--- src/rtl/cpu_isa_pkg.sv ---
// Shared accumulator-CPU ISA definitions: opcode map, loader states and error codes.
// Used by both the program loader and the instruction decoder.
package cpu_isa_pkg;

    localparam int unsigned OPC_W  = 4;
    localparam int unsigned N_MNEM = 11;

    localparam logic [OPC_W-1:0] OP_LDA = 4'b0000;
    localparam logic [OPC_W-1:0] OP_STA = 4'b0001;
    localparam logic [OPC_W-1:0] OP_ADD = 4'b0010;
    localparam logic [OPC_W-1:0] OP_SUB = 4'b0011;
    localparam logic [OPC_W-1:0] OP_XOR = 4'b0100;
    localparam logic [OPC_W-1:0] OP_INC = 4'b0110;
    localparam logic [OPC_W-1:0] OP_CLR = 4'b0111;
    localparam logic [OPC_W-1:0] OP_JMP = 4'b1000;
    localparam logic [OPC_W-1:0] OP_JPZ = 4'b1100;
    localparam logic [OPC_W-1:0] OP_JPN = 4'b1001;
    localparam logic [OPC_W-1:0] OP_HLT = 4'b1111;

    // Bit positions of the mnemonic strobes inside the packed strobe vector
    localparam int unsigned STB_LDA = 0;
    localparam int unsigned STB_STA = 1;
    localparam int unsigned STB_ADD = 2;
    localparam int unsigned STB_SUB = 3;
    localparam int unsigned STB_XOR = 4;
    localparam int unsigned STB_INC = 5;
    localparam int unsigned STB_CLR = 6;
    localparam int unsigned STB_JMP = 7;
    localparam int unsigned STB_JPZ = 8;
    localparam int unsigned STB_JPN = 9;
    localparam int unsigned STB_HLT = 10;

    typedef enum logic [2:0] {
        LD_IDLE,
        LD_LOAD,
        LD_WRITE,
        LD_DONE,
        LD_ERROR
    } ld_state_e;

    localparam logic [1:0] ERR_NONE  = 2'b00;
    localparam logic [1:0] ERR_BADOP = 2'b01;
    localparam logic [1:0] ERR_OVF   = 2'b10;

endpackage

--- src/rtl/op_encoder.sv ---
// Combinational mnemonic-strobe to opcode encoder; one_hot_o flags a legal strobe pattern.
module op_encoder
    import cpu_isa_pkg::*;
(
    input  logic [N_MNEM-1:0] strobe_i,
    output logic [OPC_W-1:0]  opcode_o,
    output logic              one_hot_o
);

    always_comb begin
        opcode_o  = OP_LDA;
        one_hot_o = 1'b1;
        case (strobe_i)
            N_MNEM'(1) << STB_LDA: opcode_o = OP_LDA;
            N_MNEM'(1) << STB_STA: opcode_o = OP_STA;
            N_MNEM'(1) << STB_ADD: opcode_o = OP_ADD;
            N_MNEM'(1) << STB_SUB: opcode_o = OP_SUB;
            N_MNEM'(1) << STB_XOR: opcode_o = OP_XOR;
            N_MNEM'(1) << STB_INC: opcode_o = OP_INC;
            N_MNEM'(1) << STB_CLR: opcode_o = OP_CLR;
            N_MNEM'(1) << STB_JMP: opcode_o = OP_JMP;
            N_MNEM'(1) << STB_JPZ: opcode_o = OP_JPZ;
            N_MNEM'(1) << STB_JPN: opcode_o = OP_JPN;
            N_MNEM'(1) << STB_HLT: opcode_o = OP_HLT;
            default:               one_hot_o = 1'b0;
        endcase
    end

endmodule

--- src/rtl/prog_loader.sv ---
// Encodes mnemonic/operand transfers into instruction words and writes them into program RAM.
// Optional running XOR checksum output is enabled with `define PROG_LOADER_CHKSUM_EN.
module prog_loader
    import cpu_isa_pkg::*;
#(
    parameter int unsigned ADDR_W = 4,
    parameter int unsigned OPR_W  = 4
) (
    input  logic                   CLK,
    input  logic                   RST,
    input  logic                   START,
    input  logic                   IN_VALID,
    output logic                   IN_READY,
    input  logic                   LDA,
    input  logic                   STA,
    input  logic                   ADD,
    input  logic                   SUB,
    input  logic                   XOR,
    input  logic                   INC,
    input  logic                   CLR,
    input  logic                   JMP,
    input  logic                   JPZ,
    input  logic                   JPN,
    input  logic                   HLT,
    input  logic [OPR_W-1:0]       OPERAND,
    output logic                   MEM_WE,
    output logic [ADDR_W-1:0]      MEM_ADDR,
    output logic [OPC_W+OPR_W-1:0] MEM_DATA,
    output logic                   BUSY,
    output logic                   DONE,
    output logic [1:0]             ERR,
    output logic [ADDR_W:0]        COUNT
`ifdef PROG_LOADER_CHKSUM_EN
   ,output logic [OPC_W+OPR_W-1:0] CHKSUM
`endif
);

    localparam int unsigned WORD_W = OPC_W + OPR_W;

    ld_state_e          state_q;
    logic               in_ready_q;
    logic               mem_we_q;
    logic               busy_q;
    logic               done_q;
    logic [1:0]         err_q;
    logic [ADDR_W-1:0]  addr_q;
    logic [ADDR_W:0]    count_q;
    logic [WORD_W-1:0]  word_q;
`ifdef PROG_LOADER_CHKSUM_EN
    logic [WORD_W-1:0]  chksum_q;
`endif

    logic [OPC_W-1:0]   enc_opcode;
    logic               enc_one_hot;

    op_encoder u_op_encoder (
        .strobe_i  ({HLT, JPN, JPZ, JMP, CLR, INC, XOR, SUB, ADD, STA, LDA}),
        .opcode_o  (enc_opcode),
        .one_hot_o (enc_one_hot)
    );

    // Load-session FSM; every output except the reset-gated write strobe is a register
    always_ff @(posedge CLK) begin
        if (RST) begin
            state_q    <= LD_IDLE;
            in_ready_q <= 1'b0;
            mem_we_q   <= 1'b0;
            busy_q     <= 1'b0;
            done_q     <= 1'b0;
            err_q      <= ERR_NONE;
            addr_q     <= '0;
            count_q    <= '0;
            word_q     <= '0;
`ifdef PROG_LOADER_CHKSUM_EN
            chksum_q   <= '0;
`endif
        end else begin
            mem_we_q <= 1'b0;
            unique case (state_q)
                LD_LOAD: begin
                    if (IN_VALID) begin
                        in_ready_q <= 1'b0;
                        if (enc_one_hot) begin
                            word_q   <= {enc_opcode, OPERAND};
                            mem_we_q <= 1'b1;
                            state_q  <= LD_WRITE;
                        end else begin
                            err_q   <= ERR_BADOP;
                            busy_q  <= 1'b0;
                            state_q <= LD_ERROR;
                        end
                    end
                end
                LD_WRITE: begin
                    addr_q  <= addr_q + ADDR_W'(1);
                    count_q <= count_q + (ADDR_W+1)'(1);
`ifdef PROG_LOADER_CHKSUM_EN
                    chksum_q <= chksum_q ^ word_q;
`endif
                    if (word_q[WORD_W-1 -: OPC_W] == OP_HLT) begin
                        done_q  <= 1'b1;
                        busy_q  <= 1'b0;
                        state_q <= LD_DONE;
                    end else if (addr_q == '1) begin
                        err_q   <= ERR_OVF;
                        busy_q  <= 1'b0;
                        state_q <= LD_ERROR;
                    end else begin
                        in_ready_q <= 1'b1;
                        state_q    <= LD_LOAD;
                    end
                end
                default: begin
                    // IDLE, DONE and ERROR all accept START to open a fresh session
                    if (START) begin
                        in_ready_q <= 1'b1;
                        busy_q     <= 1'b1;
                        done_q     <= 1'b0;
                        err_q      <= ERR_NONE;
                        addr_q     <= '0;
                        count_q    <= '0;
`ifdef PROG_LOADER_CHKSUM_EN
                        chksum_q   <= '0;
`endif
                        state_q    <= LD_LOAD;
                    end
                end
            endcase
        end
    end

    // Reset must be able to cancel a write already presented to the RAM in this cycle
    assign MEM_WE   = mem_we_q & ~RST;
    assign IN_READY = in_ready_q;
    assign MEM_ADDR = addr_q;
    assign MEM_DATA = word_q;
    assign BUSY     = busy_q;
    assign DONE     = done_q;
    assign ERR      = err_q;
    assign COUNT    = count_q;
`ifdef PROG_LOADER_CHKSUM_EN
    assign CHKSUM   = chksum_q;
`endif

endmodule

--- config.mk ---
export PLATFORM = sky130hd
export DESIGN_NAME = prog_loader
export DESIGN_NICKNAME = d
export VERILOG_FILES = /design/src/rtl/cpu_isa_pkg.sv /design/src/rtl/op_encoder.sv /design/src/rtl/prog_loader.sv
export SDC_FILE = /design/constraint.sdc
export NUM_CORES = 1
export LEC_CHECK = 0
export CORE_ASPECT_RATIO = 1.1
export CORE_UTILIZATION = 30
export DETAILED_ROUTE_END_ITERATION = 8
export GPL_ROUTABILITY_DRIVEN = 0
export PLACE_DENSITY_LB_ADDON = 0.25
export SLEW_MARGIN = 20
export SYNTH_ARGS = -nofsm -noshare
export SYNTH_HDL_FRONTEND = slang
export SYNTH_SLANG_ARGS = --single-unit
--- constraint.sdc ---
create_clock -name CLK -period 2.5 [get_ports CLK]
set_clock_uncertainty 0.1 [all_clocks]
set_input_delay 0.375 -clock CLK [delete_from_list [all_inputs] [get_ports CLK]]
set_output_delay 0.375 -clock CLK [all_outputs]
set_load 0.02 [all_outputs]
# Yosys cells after proc, flatten, opt, wreduce, memory -nomap -nowiden
# Index checks and enable logic that the tools add are counted.
# op_classes
bitwise	4
n_reduce_logical	11
muxes	32
n_addsub	2
n_eq_ne	22
# ops
cell	count
4-bit case mux with 10 select lines	1
3-bit 2-to-1 mux	5
1-bit 2-to-1 mux	12
2-bit != test (second input constant)	6
11-bit by 1-bit == test with 1-bit output (second input constant)	1
11-bit by 10-bit == test with 1-bit output (second input constant)	1
11-bit == test (second input constant)	1
11-bit by 2-bit == test with 1-bit output (second input constant)	1
11-bit by 3-bit == test with 1-bit output (second input constant)	1
11-bit by 4-bit == test with 1-bit output (second input constant)	1
11-bit by 5-bit == test with 1-bit output (second input constant)	1
11-bit by 6-bit == test with 1-bit output (second input constant)	1
11-bit by 7-bit == test with 1-bit output (second input constant)	1
11-bit by 8-bit == test with 1-bit output (second input constant)	1
11-bit by 9-bit == test with 1-bit output (second input constant)	1
11-bit OR reduction	1
2-bit 2-to-1 mux	5
5-bit case mux with 2 select lines	1
4-bit == test (second input constant)	2
4-bit case mux with 2 select lines	1
4-bit AND reduction	2
1-bit case mux with 2 select lines	3
3-bit case mux with 2 select lines	1
3-bit AND reduction	2
other kinds (15)	18
# word_totals
wordCells	80
reg_bits	26
output_inout_bits	23

# Depth between registers and ports, before layout
# logic_depth
depth_word	6
depth_mapped	7
mapped_depth_nobuf	6

# By module
# Synthesis repeated with hierarchy kept, for this count alone.
# unflattened
cells_unflattened	200
area_unflattened_um2	1546.5
# modules_own_cells
module	cells_each	area_per_inst_um2	seq_area_each_um2	n_inst
prog_loader	150	1217.4	520.5	1
op_encoder	50	329.1	0.0	1

# Worst setup path after synthesis
# OpenSTA, ideal clock, no wires.
# synth_path
path_kind	input -> register
startpoint	input HLT
endpoint	register word_q[4], in the netlist MEM_DATA[4]
arrival_ps	1564
slack_ps	708
setup_ps	128
stages	6
cell_sequence	buf_6 -> nor2_1 -> nand2_1 -> or4_4 -> nand3_1 -> a311oi_1
# synth_via
elab_chain_cells	4
# synth_lines
item	line	rtl
from (decl)	prog_loader.sv:24	input logic HLT,
11-bit by 1-bit == test with 1-bit output (tied with other cells)	op_encoder.sv:13	case (strobe_i)
11-bit OR reduction (no line)	n/a	
1-bit 2-to-1 mux	op_encoder.sv:13	
3-bit AND reduction (no line)	n/a	
to (signal assigned)	prog_loader.sv:84	word_q <= {enc_opcode, OPERAND};
to (decl)	prog_loader.sv:48	logic [WORD_W-1:0] word_q;
# Several ways; a longest one is shown, not always the timed one.
# A chain may end at the register's enable or synchronous reset.

# Worst setup path after layout
# Same ends and word-level chain as after synthesis.

==> results.ini <==
[run_status]
status=complete, no violations

[route]
final_antenna_net_count=0
drtIter0Drc=118
wl_um=4010
vias_per_cell=5.01
vias=1543
routedWlPerCell_um=13.0
drt_first_pass_iters=4
drc=0

[die]
die_area_um2=5820
pin_count=42
die_x_um=72.8
rows=28
initial_core_util_pct=30.9
coreArea_um2=5360
die_h_um=79.9

[timing]
final-hold-violation-count=0
setup_ws_ns=0.392
tns_ns=0
finalCritPeriodShare_pct=84.3
worst_pin_slew_ns=0.552
max_freq_mhz=474
grt_setup_unrepaired=false
slew_violations=0
relSlewSlack_pct=63.2
hold_ws_ns=0.371
setup_viol=0
min_period_ns=2.11

[finish]
syn2layout_area_growth_pct=33.1
register_area_um2=520
multi_input_area_um2=1050
fillers=543
final_net_count=255
layout-drive-gt1-share_pct=13.7
diodes=0

[pwr]
peakVddDrop_mv=0.237
power_leakage_nw=0.737
power.density_nw_per_um2=484

[setup_path]
cp.required_ns=2.56
cp.arrival_ns=2.17
startpoint_type=primary input
path_class=primary input to flop
cp_cell_sequence=clkdlybuf4s50_1 -> nor4_4 -> nand2_2 -> or3_2 -> nand3_1 -> a311oi_1
cp_num_buf_inv=1
cp_slowest_cell=clkdlybuf4s50_1
max_stage_delay_ns=0.56
crit_fanout=7
crit_family=simple AND/OR/NAND/NOR gates
end_kind=flop

[yosys]
syn_area_per_cell_um2=8.62
synth_top_area_share_pct=31.5
synth-edff-count=0
synthFlopType=dfxtp_1
synth_common_cells=dfxtp_1 (26), nor2_1 (23), a21oi_1 (16), nand2_1 (11), o21ai_0 (11)
ys_seq_area_share_pct=31.5
synthArstFlopShare_pct=0
synth_nets=213
yosys.cell_count.top_type=dfxtp_1
synth_cell_types=56
syn_inst=192
yosysWarnings=0
synth_area_leaders=dfxtp_1 (31%), xor2_1 (5.3%), nor2_1 (5.2%)
synth_area_um2=1650
ys_seq_elements=26
yosys.area.top_type=dfxtp_1

[placement]
dp_hpwl_um=3150
dpl_worst_slack_ns=0.0946
portBuffers=41

[clocking]
cts_sinks=26
clk_pin_slew_ns=0.10
cts-buffers-inserted=3
insertion_delay_ns=0.27
postCtsHoldBufs=0
clockBufferDepth=2
cts_resized=0
htree_levels=1
post_cts_buffers=0
root_buffer=clkbuf_8
cts_tree=built

[hold_path]
hold_class=flop to flop

[grt]
grt_antenna_before_repair=0
grt_pass1_wl_um=6580
grt_max_degree=19
overflow=0
grt_use_total_pct=14.5
grt_pass1_vias=1353

[flow_run]
maxCapViolCount=0

final cells by class:
type                       instances  area share (%)
multi-input combinational        153            47.5
sequential                        26            23.6
timing repair buffer              48            21.0
tap                               75            4.26
clock buffer                       3            1.88
clock inverter                     1            1.36
inverter                           2           0.341
cells by family after synthesis:
family                     share of synthesized area [%]
AOI/OAI and AO/OA                                   22.3
xor gates and xnor gates                            7.34
and+or+nand+nor                                     30.6
muxes                                               1.51
DFF                                                 31.5
adders and majority gates                           1.51
buffers and inverters                               5.29
through the flow:
| step | util [%] | cell area [µm²] | total power [mW] | cells |
|---|---|---|---|---|
| after floorplan | - | 1650 | 0.634 | 192 |
| after global placement | 39.8 | 2130 | 0.726 | 304 |
| after detailed placement | 39.8 | 2130 | 0.726 | 304 |
| after CTS | 41.1 | 2200 | 1.08 | 308 |
| after global routing | 41.1 | 2200 | 1.13 | 308 |
| final | 41.1 | 2200 | 1.06 | 308 |
sequential cells by signal, summed over array words and instances (netlist names):
register / count
BUSY: 1
COUNT: 5
DONE: 1
ERR: 2
IN_READY: 1
MEM_ADDR: 4
MEM_DATA: 8
mem_we_q: 1
state_q: 3
metal layers:
layer	global-route usage [%]	vias to the layer above	part of all wire, %
met4	4.12	0	0.72
met1	18.7	705	46
li1	-	803	-
met3	2.02	2	3.3
met2	24.9	33	50
met5	0	-	0
final timing paths:
check                     startpoint                       end  slack [ns]  cells past startpoint
max                              HLT  MEM_DATA[4]$_SDFFE_PP0P_        0.39                      6
min                BUSY$_SDFFE_PP0P_         BUSY$_SDFFE_PP0P_        0.37                      2
max reg2reg  state_q[1]$_SDFFE_PP0P_  MEM_DATA[4]$_SDFFE_PP0P_        0.56                      5
min reg2reg        BUSY$_SDFFE_PP0P_         BUSY$_SDFFE_PP0P_        0.37                      2
power breakdown:
group | total [mW] | leakage, nW | internal (mW) | switching [mW]
combinational | 0.258 | 0.491 | 0.117 | 0.141
clock | 0.348 | 0.0357 | 0.214 | 0.134
sequential | 0.459 | 0.211 | 0.431 | 0.0280
total | 1.06 | 0.737 | 0.762 | 0.303
placed cells by master, fill, tap and decap left out, types with 4 or more instances in the layout:
master	instances
a21oi_1	16
a22oi_1	4
buf_4	7
clkdlybuf4s50_1	41
dfxtp_1	26
nand2_1	11
nand4_1	9
nor2_1	23
nor3_1	4
o21ai_0	11
o31ai_1	6
xor2_1	10
tightest hold or removal path: stages (launching register included):
cell	delay, ns
dfxtp_1	0.32
inv_1	0.06
a221oi_2	0.05
No activity file was read; power rests on OpenSTA's default activity.
